===== src/rtl/pm_univ_reg.sv =====
// pm_univ_reg: WIDTH-bit universal register (load/shift/rotate/count) with carry-out and zero flags
module pm_univ_reg #(
  parameter int          WIDTH     = 4,
  parameter logic [31:0] RESET_VAL = 32'd0
) (
  input  logic             clk,
  input  logic             clr,
  input  logic             ce,
  input  logic [2:0]       mode,
  input  logic [WIDTH-1:0] d,
  input  logic             sin,
  output logic [WIDTH-1:0] q,
  output logic             cout,
  output logic             zero
);
  localparam logic [WIDTH-1:0] RV  = RESET_VAL[WIDTH-1:0];
  localparam logic [WIDTH:0]   ONE = 1;
  logic [WIDTH-1:0] q_n;
  logic             c_n;
  // Counting runs one bit wider so the extra MSB is the carry/borrow.
  always_comb begin
    q_n = q;
    c_n = cout;
    case (mode)
      3'b001: {c_n, q_n} = {1'b0, d};
      3'b010: {c_n, q_n} = {q, sin};
      3'b011: {q_n, c_n} = {sin, q};
      3'b100: {c_n, q_n} = {1'b0, q} + ONE;
      3'b101: {c_n, q_n} = {1'b0, q} - ONE;
      3'b110: {c_n, q_n} = {q, q[WIDTH-1]};
      3'b111: {q_n, c_n} = {q[0], q};
      default: ;
    endcase
  end
  always_ff @(posedge clk) begin
    if (clr) begin
      q    <= RV;
      cout <= 1'b0;
    end else if (ce) begin
      q    <= q_n;
      cout <= c_n;
    end
  end
  assign zero = ~|q;
endmodule


===== config.mk =====
export PLATFORM = sky130hd
export DESIGN_NAME = pm_univ_reg
export DESIGN_NICKNAME = d
export VERILOG_FILES = /design/src/rtl/pm_univ_reg.sv
export SDC_FILE = /design/constraint.sdc
export NUM_CORES = 1
export LEC_CHECK = 0
export ABC_AREA = 1
export BUFFER_PORTS_ARGS = -buffer_cell sky130_fd_sc_hd__buf_4
export CAP_MARGIN = 25
export CORE_AREA = 2 2 39 41
export DETAILED_ROUTE_END_ITERATION = 12
export DIE_AREA = 0 0 41 43
export SLEW_MARGIN = 25
export SYNTH_ARGS = -nofsm -noshare
export SYNTH_HDL_FRONTEND = slang
export SYNTH_SLANG_ARGS = --single-unit

===== constraint.sdc =====
create_clock -name clk -period 1.7 [get_ports clk]
set_input_delay 0.085 -clock clk [delete_from_list [all_inputs] [get_ports clk]]
set_output_delay 0.085 -clock clk [all_outputs]
set_load 0.03 [all_outputs]

# [Yosys cells after proc, flatten, opt, wreduce, memory -nomap -nowiden]
# Cells that the tools add are included.
# Widths: inputs -> output; s select.
[classes] n_reduce_logical=8 eq_ne=7 n_addsub=2 n_mux=2
[ops] op="$pmux 4 s7" count=1
[ops] op="$eq 3x3->1 const B" count=4
[ops] op="$reduce_bool 7->1" count=1
[ops] op="$eq 3x2->1 const B" count=2
[ops] op="$add 4x1->5 const B" count=1
[ops] op="$pmux 1 s5" count=1
[ops] op="$reduce_bool 5->1" count=1
[ops] op="$sub 4x1->5 const B" count=1
[ops] op="$reduce_and 2->1" count=2
[ops] op="$reduce_or 2->1" count=2
[ops] op="$reduce_or 4->1" count=1
[ops] op="$eq 3x1->1 const B" count=1
[ops] op="$logic_not 1->1" count=1
[word_totals] reg_bits=5 inputBits=11

# [Longest topological paths before layout]
[depth] ltp_word=4 mapped_depth=8

# [Worst setup path after synthesis]
# Ideal clock, no wire load.
[synth_timing] kind="flip-flop to output port" startpoint="register q[0]" endpoint="output port zero" t_arrival_ns=1.497 path_buffers=0 setup_slack_ns=0.118 required_time_ns=1.615 stages_incl_launch_ff=4 path_cell_list="dfxtp_1 inv_1 ha_1 nor3b_1"
[synth_between] elab_chain_len=2
[synth_rtl] element="start, declared" line_no="12" source="output logic [WIDTH-1:0] q,"
[synth_rtl] element="start signal, assigned" line_no="40" source="q <= q_n;"
[synth_rtl] element="$reduce_or 4->1" line_no="44" source="assign zero = ~|q;"
[synth_rtl] element="$logic_not 1->1" line_no="44"
[synth_rtl] element="end, declared" line_no="14" source="output logic zero"
# Every way passes these cells.

# [Worst setup path in the final report]
[layout_timing] startpoint="register q[1]" endpoint="output port zero"
# The elaborated chain is that of the path after synthesis.

==> flow_summary.rst <==
.. list-table::
   :header-rows: 1

   * - Metric
     - Value
   * - Wire length of the first global-routing pass
     - 2110 µm
   * - Number of nets in the synthesized netlist
     - 104
   * - Die width
     - 41 µm
   * - Leading cell type by number of instances after synthesis
     - nand2_1
   * - Clock sink count
     - 5
   * - Buffers on Ports
     - 16
   * - Max-cap check violation count
     - 0
   * - TritonCTS clock tree
     - yes
   * - CTS H-tree lvls
     - 1
   * - Num rows
     - 14
   * - Fraction of the mapped netlist area in adder cells
     - 0.0739
   * - Number of hold-repair buffers added at the cts stage
     - 0
   * - DR iter-0 viols
     - 18
   * - Clock Pin Slew Worst Setup and Hold Paths
     - 40 ps
   * - Initial DRT Pass Iterations
     - 4
   * - Last weighted congestion value of the routability-driven placer
     - 0.904
   * - Total length of routed wires
     - 1320 µm
   * - Total Routing Usage GR
     - 0.168
   * - Top post-synthesis cells by area
     - nand2_1 22%, dfxtp_1 20%, nor2_1 10%
   * - Peak supply drop
     - 0.000355 V
   * - Data arrival time of the critical path
     - 1310 ps
   * - Met3 wire length
     - 55 µm
   * - Final min period
     - 1390 ps
   * - Slowest Stage Delay on Critical Path
     - 430 ps
   * - Overflow left after global routing
     - 0
   * - Count of final hold-check violations
     - 0
   * - Overall die height
     - 43 µm
   * - Number of setup buffers added after CTS
     - 0
   * - Synth Area in Simple Gates
     - 0.475
   * - Startpoint type of the worst setup path
     - flop
   * - Final Slew Violations
     - 0
   * - Multiplexer fraction of the synthesized cell area
     - 0
   * - Category of the worst setup path capture point
     - output port
   * - Insertion delay of the later-clocked pin in the worst-skew pair
     - 240 ps
   * - DRC
     - 0
   * - Sequence of cells on the critical path
     - inv_1 > ha_1 > nor3b_1 > buf_4
   * - Total power density per cell area
     - 636 mW/mm²
   * - DR top layer
     - met3
   * - Post-CTS resize count
     - 0
   * - WL per Instance
     - 10.5 µm
   * - Post-synthesis sequential area ratio
     - 0.197
   * - Share of layout cells above drive strength 1
     - 0.218
   * - Number of antenna violations at the first check in global routing
     - 0
   * - Top_reg_cell synth
     - dfxtp_1
   * - Share of the clock period used by the worst path after layout
     - 0.820
   * - Transition time at the pin with the least slew margin
     - 388 ps
   * - I/O pin total
     - 17
   * - Multi-input gate area
     - 374 µm²
   * - Metal-1 WL
     - 645 µm
   * - Die area
     - 0.00176 mm²
   * - Area delta synth->final
     - 32.8%
   * - Fraction of synthesis flops using an asynchronous set or reset pin
     - 0
   * - Mapped Cells
     - 90
   * - Fin Clk Skew
     - 1.38 ps
   * - Area of the core region
     - 0.00138 mm²
   * - Post-Syn Area
     - 508 µm²
   * - Class of the worst hold path
     - in2reg
   * - XOR/XNOR Fraction of Synth Area
     - 0.0172
   * - Total vias in the final route
     - 619
   * - F_max
     - 0.717 GHz
   * - Number of buffer and inverter stages on the critical path
     - 2
   * - Synth Register Bits
     - 5
   * - Antenna-violating nets left
     - 0
   * - Share of the synthesized area in compound gates (AO/OA/AOI/OAI)
     - 0.170
   * - Count of yosys warnings during synthesis
     - 0
   * - Register area
     - 100 µm²
   * - Post-synth top area share
     - 0.222
   * - Overall power consumption
     - 429 µW
   * - Outcome
     - finished, final reports clean
   * - Library cell occupying the most area in the post-synthesis netlist
     - nand2_1
   * - Per-instance average area after synthesis
     - 5.64 µm²
   * - Relative slew margins
     - 0.741
   * - Met2 WL post-DR
     - 621 µm
   * - Static power due to leakage
     - 0.334 nW
   * - Kind of cell adding the most delay to the critical path
     - flip-flops
   * - Net count reported at finish
     - 125
   * - Largest family of logic cells by synthesized area
     - simple AND/OR/NAND/NOR gates
   * - Summed negative setup slack over all endpoints
     - 0 ps
   * - HPWL after detailed placement
     - 1060 µm
   * - Clock Tree Buf Depth
     - 2
   * - Filler Cells Inserted
     - 157
   * - CP max stage cell
     - dfxtp_1
   * - Netlist cell types
     - 17
   * - Vias/cell
     - 4.91
   * - Required time worst endpoint
     - 1620 ps
   * - Total CTS buffers
     - 3
   * - Number of enable-type register cells in the synthesized netlist
     - 0
   * - Clock root buffer
     - clkbuf_4
   * - Setup repair after global routing missed its margin
     - no
   * - Via count of the first global-routing pass
     - 511
   * - Synth top cells by count
     - 30 x nand2_1, 14 x nor2_1, 9 x a21oi_1, 9 x nand3_1, 6 x inv_1
   * - FF-to-FF setup slack
     - 330 ps
   * - Setup violation total in the final timing report
     - 0
   * - Crit path max fanout
     - 7
   * - Pin count of the biggest net entering global routing
     - 13
   * - Ant diodes
     - 0
   * - Worst setup path category
     - reg2out
   * - Starting utilization of the core area
     - 0.367
-- per-stage QoR --
step            util  cells  cell area [µm²]  hold WS, ps  setup WS, ps
6_report       0.487    126              674         44.1           306
5_1_grt        0.487    126              674         38.2           157
4_1_cts        0.487    126              674         36.1           301
3_5_place_dp   0.468    122              648          290           352
3_3_place_gp   0.468    122              648          292           377
2_1_floorplan      -     90              508          154           118
-- kinds of logic after synthesis --
kind of cell    Yosys count
xor+xnor                  1
flops                     5
buf+inv                   8
simple gates             57
fa+ha+maj                 3
compound gates           16
-- where the power goes --
| part | internal, mW | switching (mW) | total [mW] |
|---|---|---|---|
| clock | 0.0887 | 0.0486 | 0.137 |
| combinational | 0.0635 | 0.0898 | 0.153 |
| sequential | 0.125 | 0.0132 | 0.138 |
-- registers in the layout, indices dropped and copies added, names as in the netlist --
name,cells
cout,1
q,4
-- path summary, 6_finish.rpt --
check | startpoint | endpoint | cells past startpoint
hold / removal | clr | cout | 2
hold reg to reg | cout | cout | 2
setup reg to reg | q[1] | q[1] | 7
setup / recovery | q[1] | zero | 4
-- cell type report --
cell class / instances / area share
inverter: 7 / 0.0390
clock buffer: 4 / 0.0390
multi-input combinational: 77 / 0.555
sequential: 5 / 0.148
timing repair buffer: 17 / 0.189
tap: 16 / 0.0297
-- routing by layer --
layer,up-vias,GRT usage
li1,336,-
met5,-,0
met4,0,0.0333
met3,0,0.0366
met2,11,0.247
met1,272,0.244
-- worst register-to-register path, delay by kind of cell, from the launching register on --
family                   cells  cell delay [ps]
flip-flops                   1              430
adder cells (fa/ha/maj)      1              300
AO/OA/AOI/OAI                3              280
AND/OR/NAND/NOR              2              140
buffers and inverters        1              130
-- layout by cell type (no fill, tap or decap), types with 3 or more instances in the layout --
master	instances
a21oi_1	9
buf_4	17
clkbuf_4	3
dfxtp_1	5
ha_1	3
inv_1	6
nand2_1	30
nand3_1	9
nor2_1	14
o21ai_0	5
Note: power is estimated with default switching activity, not from simulation.
